--- config.mk ---
export PLATFORM = sky130hd
export DESIGN_NAME = lag_pl_buffers
export DESIGN_NICKNAME = d
export VERILOG_FILES = /design/src/rtl/lag_pl_buffers.sv
export SDC_FILE = /design/constraint.sdc
export NUM_CORES = 1
export LEC_CHECK = 0
export BUFFER_PORTS_ARGS = -buffer_cell sky130_fd_sc_hd__buf_2
export CAP_MARGIN = 20
export CORE_MARGIN = 4
export CORE_UTILIZATION = 25
export DETAILED_ROUTE_END_ITERATION = 7
export GPL_TIMING_DRIVEN = 0
export MAX_ROUTING_LAYER = met4
export PLACE_DENSITY = 0.43
export SYNTH_ARGS = -nofsm -noshare
export SYNTH_HDL_FRONTEND = slang
export SYNTH_SLANG_ARGS = --single-unit
--- constraint.sdc ---
create_clock -name clk -period 8.2 [get_ports clk]
set_input_delay 0.41 -clock clk [delete_from_list [all_inputs] [get_ports clk]]
set_output_delay 0.41 -clock clk [all_outputs]
set_load 0.01 [all_outputs]
--- src/rtl/lag_pl_buffers.sv ---
// lag_pl_buffers: n independent first-word-fall-through FIFOs, one per
// physical lane, each `size` flits deep and built from flip-flops.
// Optional macro LAG_PL_BUF_CHECK_EN adds simulation-only checks that report
// a push into a full FIFO (with no pop) and a pop from an empty FIFO.

package lag_pl_pkg;
  // Flit carried through the lane buffers.
  typedef logic [15:0] flit_t;

  // Per-FIFO status, decoded from registered occupancy only.
  typedef struct packed {
    logic full;
    logic empty;
    logic nearly_full;
    logic nearly_empty;
  } fifov_flags_t;
endpackage

module lag_pl_buffers
  import lag_pl_pkg::*;
#(
  parameter int size = 8,
  parameter int n    = 4
) (
  input  logic         clk,
  input  logic         rst_n,
  input  logic [n-1:0] push,
  input  logic [n-1:0] pop,
  input  flit_t        data_in  [n],
  output flit_t        data_out [n],
  output fifov_flags_t flags    [n]
);

  localparam int PTR_W = $clog2(size);
  localparam int CNT_W = $clog2(size + 1);

  localparam logic [CNT_W-1:0] SIZE_C   = CNT_W'(size);
  localparam logic [CNT_W-1:0] SIZE_M1  = CNT_W'(size - 1);
  localparam logic [CNT_W-1:0] ONE_C    = CNT_W'(1);
  localparam logic [PTR_W-1:0] LAST_PTR = PTR_W'(size - 1);

  genvar gi;
  generate
    for (gi = 0; gi < n; gi++) begin : g_fifo
      flit_t            mem_reg [size];
      logic [PTR_W-1:0] rd_ptr_reg, rd_ptr_next;
      logic [PTR_W-1:0] wr_ptr_reg, wr_ptr_next;
      logic [CNT_W-1:0] count_reg, count_next;
      logic             do_push, do_pop;

      // Accept/ignore decisions and next-state for pointers and occupancy.
      // A full FIFO still accepts a push when a pop frees a slot the same
      // cycle; a pop on empty is dropped even if a push arrives with it.
      always_comb begin
        do_pop      = pop[gi] && (count_reg != '0);
        do_push     = push[gi] && ((count_reg != SIZE_C) || do_pop);
        rd_ptr_next = rd_ptr_reg;
        wr_ptr_next = wr_ptr_reg;
        count_next  = count_reg;
        if (do_pop) begin
          rd_ptr_next = (rd_ptr_reg == LAST_PTR) ? '0 : rd_ptr_reg + 1'b1;
        end
        if (do_push) begin
          wr_ptr_next = (wr_ptr_reg == LAST_PTR) ? '0 : wr_ptr_reg + 1'b1;
        end
        case ({do_push, do_pop})
          2'b10:   count_next = count_reg + 1'b1;
          2'b01:   count_next = count_reg - 1'b1;
          default: count_next = count_reg;
        endcase
      end

      // Pointer and occupancy registers; reset empties the FIFO at once.
      always_ff @(posedge clk or negedge rst_n) begin
        if (!rst_n) begin
          rd_ptr_reg <= '0;
          wr_ptr_reg <= '0;
          count_reg  <= '0;
        end else begin
          rd_ptr_reg <= rd_ptr_next;
          wr_ptr_reg <= wr_ptr_next;
          count_reg  <= count_next;
        end
      end

      // Flit storage; contents are don't-care once pointers are reset.
      always_ff @(posedge clk) begin
        if (do_push) begin
          mem_reg[wr_ptr_reg] <= data_in[gi];
        end
      end

      // Head flit falls through with no read latency; zero while empty.
      assign data_out[gi] = (count_reg == '0) ? '0 : mem_reg[rd_ptr_reg];

      assign flags[gi].full         = (count_reg == SIZE_C);
      assign flags[gi].empty        = (count_reg == '0);
      assign flags[gi].nearly_full  = (count_reg == SIZE_M1);
      assign flags[gi].nearly_empty = (count_reg == ONE_C);

`ifdef LAG_PL_BUF_CHECK_EN
      // Report misuse of this lane's FIFO, naming the FIFO index.
      always @(posedge clk) begin
        if (rst_n) begin
          if (push[gi] && !pop[gi] && (count_reg == SIZE_C)) begin
            $error("lag_pl_buffers: push to full FIFO %0d without pop", gi);
          end
          if (pop[gi] && (count_reg == '0)) begin
            $error("lag_pl_buffers: pop from empty FIFO %0d", gi);
          end
        end
      end
`endif
    end
  endgenerate

endmodule

==> metrics, run 1 <==
# rows between 100 and 150; largest net degree at the start of global routing 29; setup tns final 0 ns; core area about 88000 um^2; crit path time final 3.56 ns; Synth async-reset ratio slightly above 7%; max cap viols 0; drt pass-1 iters 4; worst-case clock buffer depth 3; placed cell area 25200 um^2; # port buffers roughly 150; Largest stage delay, worst path between 0.7 and 0.8 ns; WL/cell 20.2 um; register area share after synthesis between 70% and 80%; remaining global-route overflow 0; Routed Antenna Nets 0; Post-layout nets ~1500; Routed met3 length between 2 and 2.5 mm; Syn Area/Cell 19.6 um^2; top cell type's share of synthesized area 69.3%; worst skew pair latency 0.60 ns; clock sinks roughly 550; ys flop type edfxtp_1; Ys Warns 0; pre-CTS setup slack between 5 and 6 ns; status finished clean; M1 wire length roughly 23 mm; DR iter-0 viols 692; DR top layer met4; max reg flops about 510; GRT Overall Usage between 10% and 20%; CP arrival 3.15 ns; Crit. End Element primary output; I/O Pins ~150; Final GP Congestion 0.687; Post-CTS Repair Setup Buffers 0; met2 routed WL between 20 and 30 mm; Pleak 9.26 nW; CP Class flop to primary output; RSZ-0062 raised after global routing false; Initial Utilization roughly 25%; post-DP HPWL around 36 mm; Hold Violations, Final 0; Layout area overhead 22.0%; Slew Limit Headroom 33.0%; DRC viols 0; area leader, netlist edfxtp_1; Final WS setup roughly 4.6 ns; Post-synth EDFFs about 510; number of global-route vias before repair approximately 12000; skew final 0.0107 ns; endpoints failing setup 0; CP max FO 10; startpoint type of the worst setup path flop; final period utilization a little over two fifths; layout cells sized above 1 33.5%; Vias 11300; ranking of synthesized cells by area edfxtp_1, mux4_2, dfrtp_1; Post-synth top cells edfxtp_1, mux4_2, nor2_1, mux2i_1, dfrtp_1; flops & latches, synth between 500 and 600; Synth cell types 50; Clk pin slew, worst setup/hold paths approximately 0.06 ns; cts bufs inserted 61; Finished Layout Cells 2609; Syn Inst Count 1133; slowest CP cell nor3b_2; Die ar. roughly 94000 um^2; Final Cell Area around 27000 um^2; Hold Crit Class primary input to flop; final slew viol count 0; initial antenna violation count 2; Cell Area, Synth approximately 22000 um^2; Routed WL approximately 53 mm; Die H roughly 310 um; Mapped Nets roughly 1200; most frequent cell after synthesis edfxtp_1; maximum vdd drop between 150 and 200 uV; CTS tree yes; first-pass GRT wire length 79.5 mm; Critical Path RT around 7.8 ns; Die Wd just over 300 um; placed cell count 2498; Clock Tree Root clkbuf_16; worst slew pin tran 1.01 ns; CTS H-tree lvls 2; power density over cell area 355 nW/um^2; post-DR vias/cell approximately 4.3; Max Fclk 281 MHz; cells along the critical path inv_1 -> ha_1 -> nor3b_2 -> clkbuf_1 -> nor2_1 -> buf_2
[final cells by class]
type / instances / area (um^2)
plain buffers: 58 / 246
repair buffers: 201 / 1410
clock buffers: 73 / 1570
multi-input cells: 505 / 5650
inverters: 18 / 67.6
flip-flops and latches: 552 / 16400
clock inverters: 36 / 315
well taps: 1165 / 1460
diodes: 1 / 2.50
fillers: 8590 / 61200
[path summary, 6_finish.rpt]
kind / from / end / slack [ns] / depth (start not counted)
hold reg to reg: g_fifo[0].count_reg[0] / g_fifo[0].count_reg[0] / 0.56 / 1
max in group asynchronous: rst_n / g_fifo[2].count_reg[0] / 7.37 / 3
hold / removal: data_in[58] / g_fifo[0].mem_reg[4][10] / 0.08 / 1
min in group asynchronous: rst_n / g_fifo[1].count_reg[2] / 0.28 / 2
setup / recovery: g_fifo[1].count_reg[0] / data_out[45] / 4.64 / 6
setup reg to reg: g_fifo[3].count_reg[0] / g_fifo[3].mem_reg[0][13] / 5.21 / 7
[timing repair]
item,4_1_cts,5_1_grt
hold endpoints to repair,12,0
hold buffers,1,0
resized for setup,0,0
[kinds of logic (layout without fill, tap and decap cells)]
family	count (synthesis)	after routing	synth area share [%]
muxes	209	209	16.7
buffers and inverters	76	386	1.41
adders and majority gates	28	28	1.58
DFF	552	552	73.8
xor gates and xnor gates	6	6	0.237
AOI/OAI and AO/OA	67	67	2.05
and+or+nand+nor	195	195	4.24
other	0	1	0
[power by group]
group	switching (mW)	leakage (nW)	internal (mW)
Sequential	0.191	5.13	3.55
Clock	1.08	0.921	1.51
Combinational	1.83	3.21	1.44
Total	3.11	9.26	6.51
[critical path, delay by kind of cell (launching register included)]
family | cells | cell delay (ns)
adders and majority gates | 1 | 0.26
and+or+nand+nor | 2 | 0.94
buffers and inverters | 3 | 0.93
DFF | 1 | 0.43
[cells in the final DEF (no fill, tap or decap), types with 28 or more instances in the layout]
cell type / count
edfxtp_1: 512
buf_2: 164
mux4_2: 128
nor2_1: 75
mux2i_1: 68
clkbuf_16: 61
clkbuf_1: 45
dfrtp_1: 40
buf_6: 30
ha_1: 28
[stage by stage]
step	util, %	power (mW)	hold WS [ns]
6_report	30.7	9.62	0.0828
2_1_floorplan	-	5.84	0.114
4_1_cts	30.7	9.84	0.0248
3_3_place_gp	27.6	7.02	0.551
5_1_grt	30.7	10.2	0.0455
3_5_place_dp	28.5	7.20	0.360
[routing by layer]
metal,track usage [%],vias up
li1,-,5122
met1,15.0,5914
met2,18.9,191
met3,2.02,66
met4,2.61,0
met5,-,-
No activity file was read; power rests on OpenSTA's default activity.
==> inputs of run 2 (changes only) <==
--- a/config.mk
+++ b/config.mk
@@ -12,7 +12,7 @@
 export DETAILED_ROUTE_END_ITERATION = 7
 export GPL_TIMING_DRIVEN = 0
 export MAX_ROUTING_LAYER = met4
-export PLACE_DENSITY = 0.43
+export PLACE_DENSITY = 0.44
 export SYNTH_ARGS = -nofsm -noshare
 export SYNTH_HDL_FRONTEND = slang
 export SYNTH_SLANG_ARGS = --single-unit
==> constraint.sdc (replaced) <==
create_clock -name clk -period 3.2 [get_ports clk]
set_input_delay 0.16 -clock clk [delete_from_list [all_inputs] [get_ports clk]]
set_output_delay 0.16 -clock clk [all_outputs]
set_load 0.01 [all_outputs]
==> run 2 against run 1 <==
Against the previous run: total power increased to 2.6 times the previous value; setup slack got worse by 4.4 ns; critical path type unchanged; core utilization increased by 1.1 points; largest cell class unchanged; final cell count increased by 3.0%; critical path depth unchanged; design area increased by 3.5%; sequential share of layout area decreased by 2.1 points; first-iteration DRC count increased by 14%; clock-buffer cell count increased by 8; clock power increased to 2.8 times the previous value; clock skew increased by 0.010 ns; wire length about the same.
==> metrics, run 2 (synthesis gave the netlist of run 1 again) <==
status finished clean; Pleak approximately 9.7 nW; placed cell count ~2500; Hold Violations, Final 0; Initial Utilization approximately a quarter; remaining global-route overflow 0; Clock Tree Root clkbuf_16; worst-case clock buffer depth 3; worst skew pair latency about 0.59 ns; RSZ-0062 raised after global routing false; CP max FO 10; CP arrival roughly 2.8 ns; hold slack about 0.046 ns; CTS tree yes; most frequent standard cell in the layout excluding fill and tap cells edfxtp_1; Die ar. approximately 94000 um^2; I/O Pins 154; # rows between 100 and 150; post-DP HPWL 35.7 mm; drt pass-1 iters 4; # port buffers ~150; Die H about 310 um; number of global-route vias before repair approximately 13000; WL/cell 19.6 um; Die Wd 306 um; CTS H-tree lvls 3; initial antenna violation count 0; core area around 88000 um^2; post-DR vias/cell approximately 4.3; Crit. End Element primary output; Slew Limit Headroom 35.2%; first-pass GRT wire length ~80 mm; cts bufs inserted 66; Critical Path RT around 3 ns; Clk pin slew, worst setup/hold paths approximately 0.060 ns; Layout area overhead 26.3%; commonest non-fill, non-tap cells in the layout edfxtp_1, buf_2, mux4_2; clock sinks between 500 and 600; DRC viols 0; layout cells sized above 1 about a third; worst slew pin tran between 0.9 and 1 ns; Hold Crit Class primary input to asynchronous set/reset pin; Finished Layout Cells about 2700; crit path time final approximately 3 ns; max cap viols 0; Routed Antenna Nets 0; final slew viol count 0; total inserted antenna cells 0; largest net degree at the start of global routing 28; filler cell count in the final layout roughly 8500; Post-layout nets 1571; maximum vdd drop just under 500 uV; CP Class flop to primary output; skew final between 0.02 and 0.025 ns; R2R cell count 8; max reg flops between 500 and 600; DR iter-0 viols between 700 and 800; final period utilization ~94%; Routed WL around 53 mm; power density over cell area roughly 910 nW/um^2; Final GP Congestion 0.702; GRT Overall Usage between 10% and 20%; startpoint type of the worst setup path flop; Max Fclk ~330 MHz; endpoints failing setup 0; Vias about 12000
run 2: cell count changes in the layout (fill, tap and decap cells not counted), sizes merged:
cell | previous run | this run
buf | 225 | 222
clkbuf | 106 | 117
clkinv | 30 | 34
clkinvlp | 3 | 1
diode | 1 | 0
dlygate4sd3 | 1 | 68
inv | 16 | 17
run 2: path summary, 6_finish.rpt:
kind	from	end	slack (ns)
worst max-delay path	g_fifo[3].rd_ptr_reg[1]	data_out[10]	0.20
worst min-delay path	rst_n	g_fifo[3].count_reg[2]	0.05
worst max register to register	g_fifo[0].count_reg[1]	g_fifo[0].mem_reg[0][3]	0.31
worst min register to register	g_fifo[0].count_reg[0]	g_fifo[0].count_reg[0]	0.55
max in group asynchronous	rst_n	g_fifo[2].count_reg[0]	2.60
min in group clk	pop[3]	g_fifo[3].count_reg[1]	0.07
run 2: layout make-up:
cell class | count | area, um^2 | share of cell area [%]
Buffer | 58 | 256 | 0.915
Clock buffer | 81 | 1780 | 6.35
Clock inverter | 39 | 360 | 1.29
Inverter | 18 | 67.6 | 0.241
Multi-Input combinational cell | 505 | 5660 | 20.2
Sequential cell | 552 | 16400 | 58.4
Tap cell | 1165 | 1460 | 5.20
Timing Repair Buffer | 268 | 2080 | 7.42
run 2: worst max-delay path: stages (launching register included):
cell	delay, ns
dfrtp_1	0.34
clkbuf_1	0.29
clkbuf_1	0.77
mux4_2	0.41
mux2i_1	0.24
nor2_1	0.07
buf_2	0.14
run 2: layer usage:
metal | GRT usage (%) | share of wire, %
met1 | 14.6 | 44
met2 | 19.3 | 50
met4 | 2.77 | 1.4
met3 | 2.13 | 3.9
met5 | - | 0
run 2: repair_timing:
| item | in CTS | in global routing |
|---|---|---|
| buffers inserted | 0 | 0 |
| endpoints found under the setup margin | 14 | 30 |
| hold buffers | 68 | 0 |
| endpoints found under the hold margin | 555 | 0 |
| resized for setup | 5 | 7 |
| cloned | 0 | 0 |
run 2: through the flow:
step	TNS, ns	instance area (um^2)	util, %	setup slack, ns	total power, mW
6_report	0	28000	31.8	0.200	25.4
2_1_floorplan	0	22200	-	0.0492	15.0
3_3_place_gp	-420.19	24400	27.6	-2.30	18.0
4_1_cts	0	28000	31.8	0.0108	26.0
3_5_place_dp	0	25200	28.6	0.0514	18.5
5_1_grt	0	28000	31.8	0.00789	27.0
run 2: report_power, final:
part | total, mW | internal (mW) | switching (mW) | leakage, nW
clock | 7.33 | 4.39 | 2.94 | 1.05
sequential | 9.60 | 9.11 | 0.496 | 5.13
combinational | 8.50 | 3.77 | 4.73 | 3.52
